## config.mk

```make
export PLATFORM = sky130hd
export DESIGN_NAME = fifo_wr_rptr_tracker
export DESIGN_NICKNAME = d
export VERILOG_FILES = /design/src/rtl/fifo_pkg.sv /design/src/rtl/fifo_sync_bus.sv /design/src/rtl/fifo_wr_rptr_tracker.sv
export SDC_FILE = /design/constraint.sdc
export NUM_CORES = 1
export LEC_CHECK = 0
export CAP_MARGIN = 5
export CORE_MARGIN = 1.5
export CORE_UTILIZATION = 45
export DETAILED_ROUTE_END_ITERATION = 8
export GPL_ROUTABILITY_DRIVEN = 0
export PLACE_DENSITY = 0.75
export SLEW_MARGIN = 30
export SYNTH_ARGS = -nofsm -noshare
export SYNTH_HDL_FRONTEND = slang
export SYNTH_SLANG_ARGS = --single-unit
```

## constraint.sdc

```tcl
create_clock -name i_w_clk -period 3.5 [get_ports i_w_clk]
set_input_delay 0.35 -clock i_w_clk [delete_from_list [all_inputs] [get_ports i_w_clk]]
set_output_delay 0.35 -clock i_w_clk [all_outputs]
set_load 0.02 [all_outputs]
```

## src/rtl/fifo_pkg.sv

```systemverilog
// Shared async-FIFO definitions: pointer width, default synchronizer depth,
// and the Gray/binary conversions used by the write, read and tracker blocks.
package fifo_pkg;

    localparam int ADDR_WIDTH_DEFAULT  = 5;
    localparam int PTR_WIDTH           = ADDR_WIDTH_DEFAULT + 1;
    localparam int SYNC_STAGES_DEFAULT = 2;

    // Conversion functions work on a wide container. Callers zero-extend their
    // pointer into it and truncate the result. Zero upper bits do not change
    // either conversion.
    localparam int PTR_MAX = 32;

    // Gray to binary: each binary bit is the XOR of all Gray bits at or above it.
    function automatic logic [PTR_MAX-1:0] gray2bin(input logic [PTR_MAX-1:0] g);
        logic [PTR_MAX-1:0] b;
        b[PTR_MAX-1] = g[PTR_MAX-1];
        // NOTE: blocking assignments are correct here; each bit depends on the
        // bit just computed in the same evaluation, not on a stored value.
        for (int i = PTR_MAX - 2; i >= 0; i--) begin
            b[i] = b[i+1] ^ g[i];
        end
        return b;
    endfunction

    // Binary to Gray: adjacent-bit XOR.
    function automatic logic [PTR_MAX-1:0] bin2gray(input logic [PTR_MAX-1:0] b);
        return b ^ (b >> 1);
    endfunction

endpackage

```

## src/rtl/fifo_sync_bus.sv

```systemverilog
// Multi-flop bus synchronizer with async active-low reset. The input bus must
// change at most one bit at a time (Gray-coded) for the output to be coherent.
module fifo_sync_bus #(
    parameter int WIDTH  = 6,
    parameter int STAGES = 2
) (
    input  logic             i_clk,
    input  logic             i_rst_n,
    input  logic [WIDTH-1:0] i_d,
    output logic [WIDTH-1:0] o_q
);

    logic [STAGES-1:0][WIDTH-1:0] r_sync;

    // Shift the asynchronous bus through STAGES flops; stage 0 takes the raw input.
    always_ff @(posedge i_clk or negedge i_rst_n) begin
        if (!i_rst_n) begin
            // NOTE: the chain is a handful of flops, not a memory, so every stage
            // is reset; a stale pre-reset pointer must never reach the output.
            r_sync <= '0;
        end else begin
            r_sync <= {r_sync[STAGES-2:0], i_d};
        end
    end

    assign o_q = r_sync[STAGES-1];

endmodule

```

## src/rtl/fifo_wr_rptr_tracker.sv

```systemverilog
// Write-domain tracker of the async FIFO read pointer. It synchronizes and
// decodes the Gray read pointer, then derives level, full, almost-full and a
// sticky overflow flag.
// Optional build macro FIFO_WR_GRAY_CHECK_EN adds a sticky Gray-step checker
// on the synchronized pointer. Without the macro, o_gray_err is tied low.
// Requires ADDR_WIDTH >= 2, because the full compare splits off the two pointer MSBs.
module fifo_wr_rptr_tracker
    import fifo_pkg::*;
#(
    parameter int ADDR_WIDTH  = 5,
    parameter int SYNC_STAGES = SYNC_STAGES_DEFAULT,
    parameter int AF_LEVEL    = 28
) (
    input  logic                  i_w_clk,
    input  logic                  i_rst_n,
    input  logic [ADDR_WIDTH:0]   i_rptr_gray,
    input  logic [ADDR_WIDTH:0]   i_wptr_gray,
    input  logic                  i_w_inc,
    input  logic                  i_clr_err,
    output logic [ADDR_WIDTH:0]   o_wq2_rptr,
    output logic [ADDR_WIDTH:0]   o_rptr_bin,
    output logic                  o_w_full,
    output logic [ADDR_WIDTH:0]   o_w_level,
    output logic                  o_w_almost_full,
    output logic                  o_w_overflow,
    output logic                  o_gray_err
);

    localparam int PTR_W = ADDR_WIDTH + 1;
    localparam logic [PTR_W-1:0] AF_THRESH = PTR_W'(AF_LEVEL);

    logic [PTR_W-1:0] w_wq2_rptr;
    logic [PTR_W-1:0] w_rbin;
    logic [PTR_W-1:0] w_wbin;
    logic [PTR_W-1:0] w_level_next;
    logic             w_full;

    logic [PTR_W-1:0] r_rptr_bin;
    logic [PTR_W-1:0] r_level;
    logic             r_almost_full;
    logic             r_overflow;

    fifo_sync_bus #(
        .WIDTH  (PTR_W),
        .STAGES (SYNC_STAGES)
    ) u_rptr_sync (
        .i_clk   (i_w_clk),
        .i_rst_n (i_rst_n),
        .i_d     (i_rptr_gray),
        .o_q     (w_wq2_rptr)
    );

    assign w_rbin       = PTR_W'(gray2bin(PTR_MAX'(w_wq2_rptr)));
    assign w_wbin       = PTR_W'(gray2bin(PTR_MAX'(i_wptr_gray)));
    // Modular subtract handles pointer wrap with no special case.
    assign w_level_next = w_wbin - w_rbin;

    // Full: the write pointer leads by exactly one lap. In Gray code this means
    // the top two bits are inverted and the rest are equal.
    assign w_full = (i_wptr_gray ==
                     {~w_wq2_rptr[PTR_W-1:PTR_W-2], w_wq2_rptr[PTR_W-3:0]});

    // Register the decoded pointer, level and almost-full from one pre-register value.
    always_ff @(posedge i_w_clk or negedge i_rst_n) begin
        if (!i_rst_n) begin
            r_rptr_bin    <= '0;
            r_level       <= '0;
            r_almost_full <= 1'b0;
        end else begin
            r_rptr_bin    <= w_rbin;
            r_level       <= w_level_next;
            r_almost_full <= (w_level_next >= AF_THRESH);
        end
    end

    // Sticky overflow: a write attempted while full sets it; set beats clear.
    always_ff @(posedge i_w_clk or negedge i_rst_n) begin
        if (!i_rst_n) begin
            r_overflow <= 1'b0;
        end else if (i_w_inc && w_full) begin
            r_overflow <= 1'b1;
        end else if (i_clr_err) begin
            r_overflow <= 1'b0;
        end
    end

`ifdef FIFO_WR_GRAY_CHECK_EN
    logic [PTR_W-1:0] r_prev_rptr;
    logic             r_chk_en;
    logic             r_gray_err;
    logic [PTR_W-1:0] w_gray_diff;
    logic             w_gray_multi;

    assign w_gray_diff  = r_prev_rptr ^ w_wq2_rptr;
    // More than one bit set <=> clearing the lowest set bit leaves something behind.
    assign w_gray_multi = |(w_gray_diff & (w_gray_diff - PTR_W'(1)));

    // Track the previous synchronized pointer and flag multi-bit steps.
    // The check stays off on the first cycle after reset release.
    always_ff @(posedge i_w_clk or negedge i_rst_n) begin
        if (!i_rst_n) begin
            r_prev_rptr <= '0;
            r_chk_en    <= 1'b0;
            r_gray_err  <= 1'b0;
        end else begin
            r_prev_rptr <= w_wq2_rptr;
            r_chk_en    <= 1'b1;
            if (r_chk_en && w_gray_multi) begin
                r_gray_err <= 1'b1;
            end else if (i_clr_err) begin
                r_gray_err <= 1'b0;
            end
        end
    end

    assign o_gray_err = r_gray_err;
`else
    assign o_gray_err = 1'b0;
`endif

    assign o_wq2_rptr      = w_wq2_rptr;
    assign o_rptr_bin      = r_rptr_bin;
    assign o_w_full        = w_full;
    assign o_w_level       = r_level;
    assign o_w_almost_full = r_almost_full;
    assign o_w_overflow    = r_overflow;

endmodule

```

After elaboration in Yosys (flattened, before gate mapping)
Cells that the tools add are included.
Word-level totals
  bits of input ports: 16
  word-level logic and storage cells: 24
  output and inout port bits: 22
  bits in registers: 26
Cells by class
  equality and inequality tests: 1
  reduce and logical (&&, ||, !) cells: 2
  magnitude comparators: 1
  bitwise operators: 11
  multiplexer cells: 2
  add/sub/neg operators: 1
Operators by type and width (count)
  bitwise XOR 1 bit: 10
  equality test 6 bit: 1
  >= comparator 6 x 5 -> 1 bit, second input constant: 1
  subtractor 6 bit: 1
  two-way mux 1 bit: 2
  inverter 2 bit: 1
  nonzero test 2 bit: 1
  logical AND 1 bit: 1

Logic depth before layout (Yosys ltp)
Gate-level depths: netlist of run 1.
  word-level depth: 7
  depth in mapped cells: 9
  mapped depth without buffers: 9

Hierarchy
Synthesis of run 1 repeated with hierarchy kept, for this count alone.
Second synthesis, totals
  cells, all modules: 93
  area, all modules: 1199.9 um^2
Modules (own cells, without submodules)
  fifo_wr_rptr_tracker: area each 854.6 um^2, seq. area each 350.3 um^2, cells each 75, instances 1
  fifo_sync_bus: area each 345.3 um^2, seq. area each 300.3 um^2, cells each 18, instances 1

Worst setup path before layout of run 1
No wires, ideal clock.
  path kind: reg-to-reg
  start point: reg u_rptr_sync.r_sync, in the netlist u_rptr_sync.o_q[5]
  end point: reg r_almost_full (netlist: o_w_almost_full)
  cell stages (with the launch flop): 10
  library setup time: 126 ps
  data arrival time: 2346 ps
  data required time: 3374 ps
  path buffers: 0
  slack: 1028 ps
  period minus slack after synthesis: 2472 ps
  path through: dfrtp_1 > xor3_2 > xnor2_4 > xor2_1 > ha_1 > inv_1 > ha_1 > nor3_1 > nor2_1 > a311o_1
Between the ends
  longest elaborated chain between the ends: 7
Ends and longest elaborated chain
  from (decl): line fifo_sync_bus.sv:13  | logic [STAGES-1:0][WIDTH-1:0] r_sync;
  from (signal assigned): line fifo_sync_bus.sv:22  | r_sync <= {r_sync[STAGES-2:0], i_d};
  bitwise XOR 1 bit (2 in series): line fifo_pkg.sv:21  | b[i] = b[i+1] ^ g[i];
  named net w_rbin[3]: line fifo_wr_rptr_tracker.sv:33  | logic [PTR_W-1:0] w_rbin;
  bitwise XOR 1 bit (2 in series): line fifo_pkg.sv:21
  named net w_rbin[1]: line fifo_wr_rptr_tracker.sv:33
  bitwise XOR 1 bit: line fifo_pkg.sv:21
  named net w_rbin[0]: line fifo_wr_rptr_tracker.sv:33
  subtractor 6 bit: line fifo_wr_rptr_tracker.sv:56  | assign w_level_next = w_wbin - w_rbin;
  named net w_level_next[2]: line fifo_wr_rptr_tracker.sv:35  | logic [PTR_W-1:0] w_level_next;
  >= comparator 6 x 5 -> 1 bit: line fifo_wr_rptr_tracker.sv:72  | r_almost_full <= (w_level_next >= AF_THRESH);
  to (signal assigned): line fifo_wr_rptr_tracker.sv:72
  to (decl): line fifo_wr_rptr_tracker.sv:40  | logic r_almost_full;
The timed path passes the listed nets, and every way through them passes these cells.
A chain may end at the register's enable or synchronous reset.

Worst setup path after layout of run 1
  start point: reg u_rptr_sync.r_sync, in the netlist u_rptr_sync.o_q[5]
  end point: reg r_level[4] (netlist: o_w_level[4])
Between the ends
  longest elaborated chain between the ends: 6
Ends and longest elaborated chain
  bitwise XOR 1 bit (2 in series): line fifo_pkg.sv:21
  named net w_rbin[3]: line fifo_wr_rptr_tracker.sv:33
  bitwise XOR 1 bit (2 in series): line fifo_pkg.sv:21
  named net w_rbin[1]: line fifo_wr_rptr_tracker.sv:33
  bitwise XOR 1 bit: line fifo_pkg.sv:21
  named net w_rbin[0]: line fifo_wr_rptr_tracker.sv:33
  subtractor 6 bit: line fifo_wr_rptr_tracker.sv:56
  named net w_level_next[4]: line fifo_wr_rptr_tracker.sv:35
  to (signal assigned): line fifo_wr_rptr_tracker.sv:71  | r_level <= w_level_next;
  to (decl): line fifo_wr_rptr_tracker.sv:39  | logic [PTR_W-1:0] r_level;
The timed path passes the listed nets, and every way through them passes these cells.

==> results.json, run 1 <==
{
  "run_status": "finished with violations",
  "violations": "hold timing",
  "cts.root.buffer_cell": "clkbuf_4",
  "postRouteAntennaNets": 0,
  "final_layout_size_suffix_gt1_share_pct": 9.52,
  "seq_power_share_pct": 39.9,
  "critPathKind": "register to register",
  "grtUsageMet1_pct": 15.9,
  "syn_inst": 93,
  "holdBufCountCts": 0,
  "syn_area_sq_mm": 0.00120,
  "final.setup.tns_ps": 0,
  "fillers": 213,
  "cp-endpoint": "o_w_level[4]$_DFF_PN0_",
  "num_io_pins": 38,
  "place_hpwl_um": 1460,
  "cap_viol_max_count": 0,
  "synth_top_family_by_area": "XOR/XNOR gates",
  "dr_total_vias": 753,
  "syn_to_final_growth_pct": 31.3,
  "design_area_sq_mm": 0.00158,
  "syn_area_per_cell_sq_um": 12.9,
  "synth-seq-cells": 26,
  "syn_nets": 113,
  "grt_use_met2_pct": 27.0,
  "r2r_slack_ps": 770,
  "track_usage_pct": 15.0,
  "die-area_sq_mm": 0.00299,
  "hp-class": "input port to async pin",
  "synth_compound_area_share_pct": 5.82,
  "clockPowerShare_pct": 15.9,
  "cts_tree": "built",
  "end_kind": "register",
  "arrival_ps": 2980,
  "clock_path_buffers": 2,
  "drt_pre_antenna_iters": 2,
  "drc": 0,
  "power.density_mw_per_mm2": 600,
  "synthSimpleGateAreaFrac_pct": 6.65,
  "clock_latency_ps": 320,
  "synth_xor_area_share_pct": 21.9,
  "busiest_layer": "met2",
  "p_int_mw": 0.631,
  "setup_viol": 0,
  "crit_path_start_kind": "register",
  "multi_input_area_sq_um": 478,
  "fmax_ghz": 0.366,
  "worst_clock_skew_ps": 7.99,
  "place_area_sq_mm": 0.00154,
  "die_w_um": 54.7,
  "grt.overflow.total": 0,
  "synth_cell_types": 27,
  "cts_sinks": 26,
  "synth_area_leaders": "dfrtp_1, xor2_1, xnor2_1, xnor2_4, buf_4",
  "r2r_end": "o_w_level[4]$_DFF_PN0_",
  "antenna_found_initial": 0,
  "synth_top_area_share_pct": 54.1,
  "fin_nets": 147,
  "rr_worst_depth": 9,
  "diodes": 0,
  "clk_pin_slew_ps": 140,
  "routedWlPerCell_um": 12.0,
  "critPathLaunch": "u_rptr_sync.o_q[5]$_DFF_PN0_",
  "hold_violations": 19,
  "cts_made_buffers": 3,
  "ys_seq_area_share_pct": 54.1,
  "drt_iter0_drc": 3,
  "routed_wl_um": 1880,
  "crit_required_ps": 3750,
  "rsz0062_at_grt": "no",
  "start_util_pct": 48.1,
  "muxShareOfSynthArea_pct": 0.832,
  "slew_viol_final": 0,
  "r2r_start": "u_rptr_sync.o_q[5]$_DFF_PN0_",
  "tightest_slew_ps": 548,
  "gr-usage-met3_pct": 3.28,
  "core_area_sq_mm": 0.00250,
  "via_per_inst": 4.83,
  "final_common_cell": "clkdlybuf4s50_1",
  "peakVddDrop_uv": 370,
  "yosysWarnings": 0,
  "swShare_pct": 33.5,
  "crit_fanout": 6,
  "ctsResizeCount": 0,
  "htree_levels": 1,
  "p_comb_share_pct": 44.1,
  "std_cell_rows": 18,
  "period_minus_slack_ps": 2730,
  "min_period_over_period_pct": 78.1,
  "die-height_um": 54.7,
  "first_global_vias": 721,
  "synth_largest_area_cell": "dfrtp_1",
  "grt_max_degree": 27,
  "p_leak_nw": 0.686,
  "synth_fa_ha_area_share_pct": 4.16,
  "portBuffers": 36,
  "seqCellArea_sq_um": 651,
  "fin_hold_ws_ps": -10.4,
  "p_total_mw": 0.949,
  "slew_headroom_pct": 63.5,
  "final_cell_mix": "clkdlybuf4s50_1, dfrtp_1, xor2_1, xnor2_1, inv_1",
  "grt_pass1_wl_um": 3040,
  "cts_setup_buffers": 0,
  "p_switching_mw": 0.318
}
-- worst min-delay path by stage --
stage	slack, ps	cells after the start	end	from
final	-10	1	o_w_almost_full$_DFF_PN0_	i_rst_n
after detailed placement	340	0	u_rptr_sync.o_q[2]$_DFF_PN0_	u_rptr_sync.r_sync[2]$_DFF_PN0_
after global placement	330	0	u_rptr_sync.o_q[1]$_DFF_PN0_	u_rptr_sync.r_sync[1]$_DFF_PN0_
after global routing	7	1	o_w_level[3]$_DFF_PN0_	i_rst_n
after floorplan	50	0	o_rptr_bin[0]$_DFF_PN0_	i_rst_n
after CTS	0.7	1	o_w_level[3]$_DFF_PN0_	i_rst_n
-- registers in the layout (all words and copies together), names as in the netlist --
name and cells:
o_rptr_bin 6, o_w_almost_full 1, o_w_level 6, o_w_overflow 1, u_rptr_sync.o_q 6, u_rptr_sync.r_sync 6
-- cell usage after synthesis (all sizes together) --
library cell  count
xor2             10
mux2i             1
nor3b             1
o31ai             1
nand4             1
xor3              1
a311o             1
o221ai            1
nand2             5
or2               2
inv               6
xnor3             1
nor2              4
a21oi             2
conb              1
nor3              3
o21ai             2
xnor2            10
dfrtp            26
ha                4
nand3             1
buf               7
a211oi            1
o21a              1
-- final cells by class --
type,instances,area share [%]
clock buffers,4,2.30
inverters,6,1.43
multi-input cells,54,30.2
flip-flops and latches,26,41.2
well taps,30,2.38
repair buffers,36,22.5
-- metal layers --
metal  vias to the layer above  part of all wire, %
met5                         -                    0
met4                         0                  1.7
met3                         4                  5.1
met2                        24                   54
met1                       365                   40
li1                        360                    -
-- stage by stage --
stage	setup WS [ps]	hold slack, ps	cells	utilization [%]
after floorplan	1030	54.4	93	-
after global placement	501	334	152	62.0
after detailed placement	423	339	152	61.8
after CTS	742	0.656	156	63.2
after global routing	616	6.97	156	63.2
final	768	-10.4	156	63.2
-- critical path, stage by stage, from the launching register on --
cell	delay [ps]
dfrtp_1	460
xor3_2	580
xnor2_4	290
xor2_1	220
ha_1	240
inv_1	60
ha_1	190
o21a_1	200
o31ai_1	250
xnor2_1	160
-- cell families after synthesis --
| kind of cell | after synthesis |
|---|---|
| simple gates | 17 |
| mux | 1 |
| other cells | 1 |
| flops | 26 |
| xor+xnor | 22 |
| fa+ha+maj | 4 |
| buf+inv | 13 |
| compound gates | 9 |
-- power groups by stage --
stage               combinational (mW)  clock, mW  sequential [mW]
global placement                 0.415          0            0.383
global route                     0.455      0.170            0.386
finish                           0.419      0.151            0.379
detailed placement               0.423          0            0.387
floorplan                        0.192          0            0.454
CTS                              0.424      0.158            0.381
(Power assumes the default switching activity.)
==> run 2: changes to the inputs <==
==> constraint.sdc (replaced) <==
create_clock -name i_w_clk -period 2.7 [get_ports i_w_clk]
set_input_delay 0.27 -clock i_w_clk [delete_from_list [all_inputs] [get_ports i_w_clk]]
set_output_delay 0.27 -clock i_w_clk [all_outputs]
set_load 0.02 [all_outputs]
==> run 2 against run 1 <==
Compared with the run above: the flow now finishes without violations; sequential power rose by 29%; count of clock-buffer cells in the layout did not move; non-clock buffer count grew 9; clock power up 25%; global-route usage is 0.90 points higher; core utilization is 3.2 points higher; final area increased by 5.1%; setup slack worse by 590 ps; register-to-register slack worse by 590 ps.
==> results.json, run 2 (synthesized netlist as in run 1, its figures left out) <==
{
  "run_status": "finished, final reports clean",
  "core_area_sq_mm": 0.00250,
  "p_comb_share_pct": 45.7,
  "peakVddDrop_uv": 533,
  "arrival_ps": 2730,
  "hp-class": "input port to async pin",
  "crit_fanout": 6,
  "hold_violations": 0,
  "diodes": 0,
  "slew_viol_final": 0,
  "antenna_found_initial": 0,
  "grt_pass1_wl_um": 3280,
  "std_cell_rows": 18,
  "grt.overflow.total": 0,
  "die_w_um": 54.7,
  "first_global_vias": 795,
  "p_int_mw": 0.841,
  "drt_pre_antenna_iters": 4,
  "cap_viol_max_count": 0,
  "cts_sinks": 26,
  "min_period_over_period_pct": 93.4,
  "place_area_sq_mm": 0.00162,
  "routed_wl_um": 1870,
  "clockPowerShare_pct": 15.1,
  "grt_max_degree": 27,
  "clk_pin_slew_ps": 130,
  "cts_tree": "built",
  "final_layout_size_suffix_gt1_share_pct": 15.6,
  "power.density_mw_per_mm2": 750,
  "cts_setup_buffers": 0,
  "cts_made_buffers": 3,
  "cts.root.buffer_cell": "clkbuf_4",
  "post-place-ws_ps": -133,
  "start_util_pct": 48.1,
  "worst_clock_skew_ps": 2.01,
  "place_hpwl_um": 1510,
  "final_common_cell": "clkdlybuf4s50_1",
  "fillers": 193,
  "p_switching_mw": 0.405,
  "routedWlPerCell_um": 11.3,
  "clock_latency_ps": 310,
  "clock_path_buffers": 2,
  "crit_path_start_kind": "register",
  "fmax_ghz": 0.397,
  "final.setup.tns_ps": 0,
  "p_leak_nw": 0.731,
  "drc": 0,
  "via_per_inst": 4.76,
  "end_kind": "register",
  "period_minus_slack_ps": 2520,
  "postRouteAntennaNets": 0,
  "htree_levels": 1,
  "rsz0062_at_grt": "no",
  "design_area_sq_mm": 0.00166,
  "die-height_um": 54.7,
  "dr_total_vias": 785,
  "syn_to_final_growth_pct": 37.9,
  "swShare_pct": 32.5,
  "portBuffers": 36,
  "setup_viol": 0,
  "num_io_pins": 38,
  "final_cell_mix": "clkdlybuf4s50_1, dfrtp_1, xor2_1, buf_4, xnor2_1",
  "fin_ws_ps": 179,
  "drt_iter0_drc": 9,
  "seq_power_share_pct": 39.3,
  "die-area_sq_mm": 0.00299,
  "critPathKind": "register to register",
  "track_usage_pct": 15.9,
  "fin_nets": 156,
  "crit_required_ps": 2910
}
run 2: changes by cell type in the layout (fill, tap and decap cells not counted):
cell and change:
buf_4 +9, xor2_2 +1, buf_2 -1, clkdlybuf4s50_1 +1
xor2_1 -1
run 2: critical path: stages, from the launching register on:
cell	delay (ps)
dfrtp_1	450
xor3_2	510
xnor2_4	210
xor2_1	200
ha_1	230
inv_1	50
ha_1	190
nor3_1	180
nor2_1	80
a311o_1	310
run 2: timing repair:
item | 4_1_cts | 5_1_grt
hold buffers | 0 | 0
gates resized for setup | 0 | 1
setup endpoints to repair | 0 | 1
run 2: worst paths after layout:
check / from / to / slack (ps) / cells past startpoint
worst max-delay path: u_rptr_sync.o_q[4]$_DFF_PN0_ / o_w_almost_full$_DFF_PN0_ / 180 / 9
worst min-delay path: i_rst_n / o_w_level[3]$_DFF_PN0_ / 310 / 2
worst max register to register: u_rptr_sync.o_q[4]$_DFF_PN0_ / o_w_almost_full$_DFF_PN0_ / 180 / 9
worst min register to register: u_rptr_sync.r_sync[2]$_DFF_PN0_ / u_rptr_sync.o_q[2]$_DFF_PN0_ / 360 / 0
max in group asynchronous: i_rst_n / u_rptr_sync.o_q[0]$_DFF_PN0_ / 2160 / 2
min in group i_w_clk: u_rptr_sync.r_sync[2]$_DFF_PN0_ / u_rptr_sync.o_q[2]$_DFF_PN0_ / 360 / 0
run 2: per-layer routing:
| metal | wire length (um) | GRT usage [%] |
|---|---|---|
| met5 | 0 | 0 |
| met4 | 30 | 8.33 |
| met3 | 105 | 4.92 |
| met2 | 1010 | 27.6 |
| met1 | 726 | 17.3 |
run 2: metrics by stage:
| stage | util [%] | std cells | hold WS (ps) | power, mW |
|---|---|---|---|---|
| 3_5_place_dp | 64.7 | 161 | 337 | 1.07 |
| 5_1_grt | 66.4 | 165 | 322 | 1.34 |
| 6_report | 66.4 | 165 | 306 | 1.25 |
| 3_3_place_gp | 64.7 | 161 | 333 | 1.06 |
| 4_1_cts | 66.1 | 165 | 310 | 1.26 |
| 2_1_floorplan | - | 93 | -25.6 | 0.838 |
run 2: power groups by stage:
stage | clock, mW | sequential, mW | combinational (mW)
6_report | 0.188 | 0.489 | 0.569
5_1_grt | 0.215 | 0.499 | 0.624
4_1_cts | 0.197 | 0.491 | 0.575
3_5_place_dp | 0 | 0.500 | 0.573
3_3_place_gp | 0 | 0.496 | 0.565
2_1_floorplan | 0 | 0.589 | 0.249
run 2: layout make-up:
cell class | instances | area [sq um] | share of cell area (%)
inverters | 6 | 22.5 | 1.36
repair buffers | 45 | 428 | 25.8
flip-flops and latches | 26 | 651 | 39.2
well taps | 30 | 37.5 | 2.26
clock buffers | 4 | 36.3 | 2.19
multi-input cells | 54 | 485 | 29.2
==> run 3: changes to the inputs <==
--- a/config.mk
+++ b/config.mk
@@ -10,7 +10,7 @@
 export CORE_UTILIZATION = 45
 export DETAILED_ROUTE_END_ITERATION = 8
 export GPL_ROUTABILITY_DRIVEN = 0
-export PLACE_DENSITY = 0.75
+export PLACE_DENSITY = 0.78
 export SLEW_MARGIN = 30
 export SYNTH_ARGS = -nofsm -noshare
 export SYNTH_HDL_FRONTEND = slang
==> run 3 against run 2 <==
Compared with the run above: maximum frequency decreased by 0.78%; combinational power up 3%; global-route usage decreased by 1.1 points; clock power hardly changed; largest cell class unchanged; largest power group unchanged.
==> results.json, run 3 (synthesized netlist as in run 1, its figures left out) <==
{
  "run_status": "finished, final reports clean",
  "grt_pass1_wl_um": 3180,
  "critical_path.top_delay_family": "XOR/XNOR gates",
  "cts.root.buffer_cell": "clkbuf_4",
  "critical_path_depth": 9,
  "clock_path_buffers": 2,
  "power.density_mw_per_mm2": 752,
  "seqCellArea_sq_um": 651,
  "final_cell_mix": "clkdlybuf4s50_1, dfrtp_1, buf_4, xor2_1, xnor2_1",
  "portBuffers": 36,
  "start_util_pct": 48.1,
  "clk_pin_slew_ps": 130,
  "worst_clock_skew_ps": 1.19,
  "peakVddDrop_uv": 553,
  "place_hpwl_um": 1570,
  "drt_iter0_drc": 4,
  "r2r_end": "o_w_almost_full$_DFF_PN0_",
  "crit_path_start_kind": "register",
  "drt_pre_antenna_iters": 4,
  "drc": 0,
  "end_kind": "register",
  "routed_wl_um": 2020,
  "critPathKind": "register to register",
  "critPathSlowestCell": "xor3_2",
  "final_layout_size_suffix_gt1_share_pct": 18.2,
  "htree_levels": 1,
  "final.setup.tns_ps": 0,
  "multi_input_area_sq_um": 493,
  "slew_viol_final": 0,
  "crit_fanout": 6,
  "dr_total_vias": 792,
  "hold_violations": 0,
  "routedWlPerCell_um": 12.1,
  "r2r_start": "u_rptr_sync.o_q[3]$_DFF_PN0_",
  "track_usage_pct": 14.8,
  "r2r_slack_ps": 160,
  "clock_latency_ps": 310,
  "fin_nets": 158,
  "rr_worst_depth": 9,
  "design_area_sq_mm": 0.00168,
  "setup_viol": 0,
  "rsz0062_at_grt": "no",
  "diodes": 0,
  "via_per_inst": 4.74,
  "die_w_um": 54.7,
  "syn_to_final_growth_pct": 39.8,
  "place_area_sq_mm": 0.00162,
  "max_stage_delay_ps": 470,
  "min_period_over_period_pct": 94.1,
  "period_minus_slack_ps": 2540,
  "cp-endpoint": "o_w_almost_full$_DFF_PN0_",
  "std_cell_rows": 18,
  "num_io_pins": 38,
  "core_area_sq_mm": 0.00250,
  "die-area_sq_mm": 0.00299,
  "final_core_util_pct": 67.3,
  "cap_viol_max_count": 0,
  "cts_made_buffers": 3,
  "holdBufCountCts": 0,
  "worstPathCellList": "xor3_2, xnor2_4, xor2_1, ha_2, inv_1, ha_1, nor3_1, nor2_1, a311o_1",
  "arrival_ps": 2750,
  "fmax_ghz": 0.394,
  "fillers": 185,
  "p_leak_nw": 0.740,
  "fin_hold_ws_ps": 300,
  "final_common_cell": "clkdlybuf4s50_1",
  "cts_tree": "built",
  "first_global_vias": 768,
  "grt.overflow.total": 0,
  "die-height_um": 54.7,
  "p_total_mw": 1.27,
  "grt_max_degree": 27,
  "crit_required_ps": 2910,
  "antenna_found_initial": 0,
  "hp-class": "input port to async pin",
  "postRouteAntennaNets": 0,
  "cts_sinks": 26,
  "critPathLaunch": "u_rptr_sync.o_q[3]$_DFF_PN0_",
  "crit_buf_inv": 1
}
run 3: changes by cell type in the layout (fill, tap and decap cells not counted), sizes merged:
cell	previous run	this run
buf	9	11
run 3: worst reg2reg max path: stages (launching register included):
cell and delay, ps:
dfrtp_1 440, xor3_2 470, xnor2_4 270, xor2_1 220, ha_2 240, inv_1 50
ha_1 190, nor3_1 170, nor2_1 80, a311o_1 310
run 3: layer usage:
metal | track usage (%) | vias to the layer above | share of wire, %
met1 | 17.2 | 379 | 39
met5 | 0 | - | 0
met2 | 26.4 | 25 | 54
met4 | 5.00 | 0 | 1.4
li1 | - | 384 | -
met3 | 3.55 | 4 | 5.3
run 3: worst min path at each step:
stage	start	endpoint	slack [ps]	cells past startpoint
2_1_floorplan	i_rst_n	o_rptr_bin[0]$_DFF_PN0_	-30	0
3_3_place_gp	u_rptr_sync.r_sync[4]$_DFF_PN0_	u_rptr_sync.o_q[4]$_DFF_PN0_	330	0
3_5_place_dp	u_rptr_sync.r_sync[0]$_DFF_PN0_	u_rptr_sync.o_q[0]$_DFF_PN0_	340	0
4_1_cts	i_rst_n	o_w_level[2]$_DFF_PN0_	300	2
5_1_grt	i_rst_n	o_w_level[5]$_DFF_PN0_	320	2
6_report	i_rst_n	o_rptr_bin[4]$_DFF_PN0_	300	2
run 3: timing repair:
action / in CTS / in global routing
setup buffers: 0 / 2
gates resized for setup: 0 / 3
endpoints found under the setup margin: 0 / 4
run 3: report_power, final:
group | leakage, nW | internal (mW) | switching, mW
combinational | 0.415 | 0.300 | 0.288
sequential | 0.304 | 0.466 | 0.0227
clock | 0.0210 | 0.0823 | 0.106
run 3: cell type report:
| class | instances | share of cell area [%] |
|---|---|---|
| flip-flops and latches | 26 | 38.7 |
| clock buffers | 4 | 2.16 |
| inverters | 6 | 1.34 |
| well taps | 30 | 2.23 |
| repair buffers | 47 | 26.3 |
| multi-input cells | 54 | 29.3 |
run 3: per-stage QoR:
stage,setup slack (ps),instances
after floorplan,228,93
after global routing,13.4,167
after detailed placement,-138,161
final,159,167
after CTS,48.3,165
after global placement,-79.8,161
